`src/rtl/br_fifo_shared_read_stage.sv`:
```
// Pop-side read stage of a shared multi-FIFO: issues RAM reads for head
// addresses, stages the in-order returning data and reports issued addresses.
module br_fifo_shared_read_stage #(
    parameter int Depth          = 2,
    parameter int RamReadLatency = 0,
    parameter int AddrWidth      = 1,
    parameter int Width          = 1
) (
    input  logic                         clk,
    input  logic                         rst_n,
    input  logic                         head_valid,
    output logic                         head_ready,
    input  logic [AddrWidth-1:0]         head_addr,
    output logic                         rd_addr_valid,
    input  logic                         rd_addr_ready,
    output logic [AddrWidth-1:0]         rd_addr,
    input  logic                         rd_data_valid,
    input  logic [Width-1:0]             rd_data,
    output logic                         pop_valid,
    input  logic                         pop_ready,
    output logic [Width-1:0]             pop_data,
    output logic                         dealloc_valid,
    output logic [AddrWidth-1:0]         dealloc_addr,
    output logic [$clog2(Depth+1)-1:0]   occupancy
);

    localparam int CountWidth = $clog2(Depth + 1);
    localparam int PtrWidth   = (Depth > 1) ? $clog2(Depth) : 1;
    localparam logic [CountWidth-1:0] DepthCount = CountWidth'(Depth);
    localparam logic [PtrWidth-1:0]   LastPtr    = PtrWidth'(Depth - 1);

    logic [CountWidth-1:0] reserved;
    logic [CountWidth-1:0] stored;
    logic [CountWidth-1:0] inflight;
    logic [PtrWidth-1:0]   wr_ptr;
    logic [PtrWidth-1:0]   rd_ptr;
    logic [Width-1:0]      mem [Depth];
    logic                  slot_avail;
    logic                  rd_hs;
    logic                  pop_hs;

    // A pop frees its slot only from the next cycle; slot_avail uses the registered count.
    assign slot_avail    = reserved < DepthCount;
    assign rd_addr_valid = head_valid & slot_avail;
    assign head_ready    = rd_addr_ready & slot_avail;
    assign rd_addr       = head_addr;
    assign rd_hs         = rd_addr_valid & rd_addr_ready;

    assign pop_valid = stored != '0;
    assign pop_data  = mem[rd_ptr];
    assign pop_hs    = pop_valid & pop_ready;
    assign occupancy = reserved;
    assign inflight  = reserved - stored;

    always_ff @(posedge clk) begin
        if (!rst_n) begin
            reserved <= '0;
        end else if (rd_hs && !pop_hs) begin
            reserved <= reserved + CountWidth'(1);
        end else if (!rd_hs && pop_hs) begin
            reserved <= reserved - CountWidth'(1);
        end
    end

    always_ff @(posedge clk) begin
        if (!rst_n) begin
            stored <= '0;
        end else if (rd_data_valid && !pop_hs) begin
            stored <= stored + CountWidth'(1);
        end else if (!rd_data_valid && pop_hs) begin
            stored <= stored - CountWidth'(1);
        end
    end

    always_ff @(posedge clk) begin
        if (!rst_n) begin
            wr_ptr <= '0;
            rd_ptr <= '0;
        end else begin
            if (rd_data_valid) begin
                wr_ptr <= (wr_ptr == LastPtr) ? '0 : wr_ptr + PtrWidth'(1);
            end
            if (pop_hs) begin
                rd_ptr <= (rd_ptr == LastPtr) ? '0 : rd_ptr + PtrWidth'(1);
            end
        end
    end

    always_ff @(posedge clk) begin
        if (rd_data_valid) begin
            mem[wr_ptr] <= rd_data;
        end
    end

    always_ff @(posedge clk) begin
        if (!rst_n) begin
            dealloc_valid <= 1'b0;
            dealloc_addr  <= '0;
        end else begin
            dealloc_valid <= rd_hs;
            if (rd_hs) begin
                dealloc_addr <= head_addr;
            end
        end
    end

`ifndef SYNTHESIS
    always_ff @(posedge clk) begin
        if (rst_n) begin
            assert (!rd_data_valid || rd_hs || inflight != '0)
                else $error("rd_data_valid with no read in flight");
            assert (!rd_data_valid || pop_hs || stored != DepthCount)
                else $error("staging buffer overflow");
        end
    end
`endif

endmodule

```
`config.mk`:
```
export PLATFORM = sky130hd
export DESIGN_NAME = br_fifo_shared_read_stage
export DESIGN_NICKNAME = d
export VERILOG_FILES = /design/src/rtl/br_fifo_shared_read_stage.sv
export SDC_FILE = /design/constraint.sdc
export NUM_CORES = 1
export LEC_CHECK = 0
export BUFFER_PORTS_ARGS = -buffer_cell sky130_fd_sc_hd__buf_2
export CORE_MARGIN = 2
export CORE_UTILIZATION = 30
export DETAILED_ROUTE_END_ITERATION = 12
export MAX_ROUTING_LAYER = met4
export PLACE_DENSITY_LB_ADDON = 0.15
export SLEW_MARGIN = 20
export SYNTH_ARGS = -nofsm -noshare
export SYNTH_HDL_FRONTEND = slang
export SYNTH_SLANG_ARGS = --single-unit
```
`constraint.sdc`:
```
create_clock -name clk -period 4.06 [get_ports clk]
set_input_delay 0.406 -clock clk [delete_from_list [all_inputs] [get_ports clk]]
set_output_delay 0.406 -clock clk [all_outputs]
set_load 0.02 [all_outputs]
```
=== Word level (Yosys, flattened, before mapping) ===
Memories as Yosys holds them, arrays and structs flattened. A register that Yosys moved wholly into a read port is not among the register bits.
Index checks and enable logic that the tools add are counted.

* Input port bits: 8
* Memories kept: 1
* RAM bits: 2
* Word-level logic and storage cells: 38
* Register bits after elaboration: 8

* Magnitude comparators: 1
* Reduce and logical (&&, ||, !) cells: 10
* Mux-type cells: 10
* Add/sub/neg operators: 6
* Bitwise operators: 4

{| class="wikitable"
|+ Memory list
! name !! words !! width !! read ports !! clocked after Yosys merged registers in !! write ports !! line !! RTL
|-
| mem || 2 || 1 || 1 || 1 || 1 || 37 || <nowiki>logic [Width-1:0] mem [Depth];</nowiki>
|}

{| class="wikitable"
|+ Operators with widths
! kind !! number
|-
| two-way mux 2 bit || 4
|-
| two-way mux 1 bit || 6
|-
| nonzero test 2 bit || 3
|-
| adder 2 x 1 -> 2 bit, second input constant || 2
|-
| AND 1 bit || 4
|-
| logical AND 1 bit || 4
|-
| subtractor 2 x 1 -> 2 bit, second input constant || 2
|-
| logical NOT 1 bit || 3
|-
| adder 1 bit, second input constant || 2
|-
| < comparator 2 bit, second input constant || 1
|}

=== Logic depth before layout (Yosys ltp) ===
* Depth after elaboration: 7
* Mapped depth: 5
* Mapped depth without buffers: 5

=== Worst setup path before layout ===
OpenSTA, ideal clock, no wires.

* Path type: reg2reg
* From: register reserved[1] (netlist: occupancy[1])
* To: register reserved[1] (netlist: occupancy[1])
* Stages on the path, launching flop included: 5
* Data arrival time: 1.505 ns
* Required time: 3.984 ns
* Path slack: 2.480 ns
* Library setup time: 0.076 ns
* Path through: dfxtp_1 > and3b_1 > ha_1 > or3_1 > a21boi_0

* Cells in the longest elaborated chain, start to end: 6
* Elaborated cells between the ends (all ways): 11
* Those cells by class: 2 x add/sub; 1 x order compare; 2 x mux; 2 x bitwise; 4 x reduce/logical

{| class="wikitable"
|+ Ends and longest elaborated chain
! what !! line !! RTL
|-
| start: declaration || 32 || <nowiki>logic [CountWidth-1:0] reserved;</nowiki>
|-
| start signal: assignment || 59 || <nowiki>reserved <= reserved + CountWidth'(1);</nowiki>
|-
| start signal: assignment || 61 || <nowiki>reserved <= reserved - CountWidth'(1);</nowiki>
|-
| < comparator 2 bit * || 43 || <nowiki>assign slot_avail = reserved < DepthCount;</nowiki>
|-
| AND 1 bit * || 44 || <nowiki>assign rd_addr_valid = head_valid & slot_avail;</nowiki>
|-
| AND 1 bit * || 47 || <nowiki>assign rd_hs = rd_addr_valid & rd_addr_ready;</nowiki>
|-
| via rd_hs || 39 || <nowiki>logic rd_hs;</nowiki>
|-
| logical NOT 1 bit || 60 || <nowiki>end else if (!rd_hs && pop_hs) begin</nowiki>
|-
| logical AND 1 bit || 60 ||
|-
| nonzero test 2 bit (no line) || - ||
|}

The timed path passes the listed nets; every way through them passes the cells marked *. The select of a mux whose other input is x is not followed.
A chain may end at the register's enable or synchronous reset.

=== Final worst setup path ===
Same ends and word-level chain as after synthesis.

==> results.md <==
* Reg2Reg Setup Slack at around 2500 ps
* Net Sw Frac at a little over a third
* CP Data Arrival Time at 1740 ps
* First-pass GRT wire length at 1210 µm
* Filler cells at 147
* Core Util, Final at approximately 40%
* Std-Cell Rows at 14
* GP Congestion at approximately 0.65
* Seq cells post-synth at 11
* Hold_sp: rd_data
* Pwr per Cell Area at 698 mW/mm²
* Minimum clock period at 1540 ps
* Worst Skew at 2.13 ps
* Initial antenna violation count at 0
* DR vias at 324
* Crit Path Max Fanout at 6
* Share of cells above drive strength 1 at between 30% and 40%
* Register area at 240 µm²
* Clk slew on worst S/H paths at 70 ps
* WS Path Type: reg -> reg
* Cell taking the most area after synthesis: dfxtp_1
* Seq/Total Area, Yosys at 50.9%
* Final Hold Viols at 0
* Tcrit/Tclk final at 38.0%
* Final setup TNS at 0 ps
* Syn Area/Cell at approximately 11 µm²
* Relative slew slack at between 70% and 80%
* Worst setup EP type: flop
* Post-CTS Setup Inserts at 0
* Cells on worst reg2reg path at 4
* Horiz. Die Dim at 43.7 µm
* Syn Inst Count at 42
* Clock power frac at 18.0%
* Least-Margin Pin Slew at 300 ps
* Largest net degree at the start of global routing at 10
* DIE AREA at between 0.0015 and 0.002 mm²
* Post-cts sizing count at 0
* CTS root buf: clkbuf_4
* DRT iter0 DRCs at 3
* H-Tree Depth at 1
* # hold bufs at CTS at 0
* Synth warnings at 0
* Starting Density at a little under a third
* Overflow after GRT at 0
* Combined global-route utilization of all metal layers at a little under a tenth
* Post-synth EDFFs at 2
* P&R area growth vs syn at 25.2%
* Top-Level Pins at 17
* Routed Antenna Nets at 0
* Final wirelength at around 690 µm
* Reg2Reg Capture Point: occupancy[1]
* Most frequent cell after synthesis: dfxtp_1
* TritonCTS Buffers at 3
* Reg-to-reg startpoint: occupancy[1]
* Core Region at approximately 0.0015 mm²
* Via-to-Cell Ratio at 4.21
* Height of the die at 43.7 µm
* Count of distinct cell types in the synthesized netlist at 18
* Hold_ws at 322 ps
* Async S/R FF share, synth at 0%
* Net count after synthesis at 52
* Min-delay worst type: in -> reg
* IO buf count at 16
* RSZ-0062 raised after global routing: false
* TritonCTS Sinks at 11
* Multi-input gate area at around 220 µm²
* Drt first pass iters at 2
* Crit path launch type: flop
* DRC Markers at 0
* Internal at 0.265 mW
* Peak VDD IR at 0.298 mV
* Yosys top cell area share at between 30% and 40%
* CTS tree: yes
* Wire per inst at 9.01 µm
* Antenna cells at 0
* Top_reg_cell synth: dfxtp_1
* Layout Nets at ~70
* Synth top cells by count: dfxtp_1 (9), and2_1 (6), nor2b_1 (5)
* Max-cap viol count at 0
* Req. time, crit path at 4260 ps
* Sequential fraction of design power at 40.8%
* Leak at about 0.27 nW
* Hold Crit Depth at 1
* Post-Syn Area at 472 µm²
* Psw at 0.147 mW
* Slew Limit Fails at 0
* Status: finished, final reports clean
* Fmax at ~650 MHz
* Top cells by area, synth: dfxtp_1 (38%), edfxtp_1 (13%), and2_1 (8.0%), nor2b_1 (6.6%), xnor2_1 (5.6%)
* Comb power frac at 41.1%
* Hold endpoint: mem[1]
* Clk_lat worst skew at 270 ps
* Setup Viol. Count Final at 0
* Clock Path Buffers at 2
* Vias in the first global route at 304
==> per-layer routing <==
metal,GRT usage (%),up-vias,wire length [µm]
li1,-,179,-
met1,10.9,136,330
met2,12.4,9,318
met3,6.25,0,46
met4,1.82,0,0
met5,-,-,0
==> critical path, cell delays in order (launching register included) <==
cell and delay, ps:
dfxtp_1 400, and3b_1 230, ha_1 330, or3_1 340, a21boi_0 160
==> flip-flops by register name, indices dropped and copies added, names as in the netlist, named ones only <==
register       flops
mem                2
wr_ptr             1
rd_ptr             1
occupancy          2
dealloc_addr       1
stored             2
dealloc_valid      1
==> power groups by stage <==
stage	sequential (mW)	clock [mW]	combinational, mW
floorplan	0.181	0	0.118
global placement	0.171	0	0.173
detailed placement	0.172	0	0.171
CTS	0.169	0.0761	0.173
global route	0.174	0.0817	0.193
finish	0.168	0.0743	0.170
==> metrics by stage <==
step	area (µm²)	instances	worst slack [ps]	total power, mW
after floorplan	472	42	2480	0.299
final	591	77	2520	0.412
after global routing	591	77	2390	0.448
after CTS	591	77	2510	0.418
after detailed placement	564	73	2430	0.343
after global placement	564	73	2450	0.344
==> cells by family (layout without fill, tap and decap cells) <==
logic type,count (synthesis),in the layout,share of synthesized area (%)
simple gates,15,15,20.4
flops,11,11,50.9
compound gates,6,6,7.96
xor+xnor,5,5,9.29
fa+ha+maj,2,2,5.30
mux,2,2,4.51
buf+inv,1,20,1.59
==> area by class of cell <==
class / count / area share, %
tap: 16 / 3.39
timing repair buffer: 16 / 13.6
clock buffer: 4 / 4.45
multi-input combinational: 30 / 37.9
sequential: 11 / 40.7
==> placed cells by master (no fill, tap or decap), drive strengths merged <==
master,Yosys,routed
a21boi,2,2
o21a,1,1
buf,1,16
xnor2,3,3
dfxtp,9,9
edfxtp,2,2
and3b,1,1
xor2,2,2
nor2b,5,5
mux2i,1,1
o21ai,3,3
or3,2,2
or2,1,1
mux2,1,1
clkbuf,0,4
ha,2,2
and2,6,6
==> worst max-delay path by stage <==
stage / slack (ps) / end / startpoint
2_1_floorplan: 2480 / occupancy[1] / occupancy[1]
6_report: 2520 / occupancy[1] / occupancy[1]
3_3_place_gp: 2450 / occupancy[1] / head_valid
4_1_cts: 2510 / occupancy[1] / occupancy[1]
3_5_place_dp: 2430 / occupancy[1] / head_valid
5_1_grt: 2390 / occupancy[1] / occupancy[1]
Note: power is estimated with default switching activity, not from simulation.
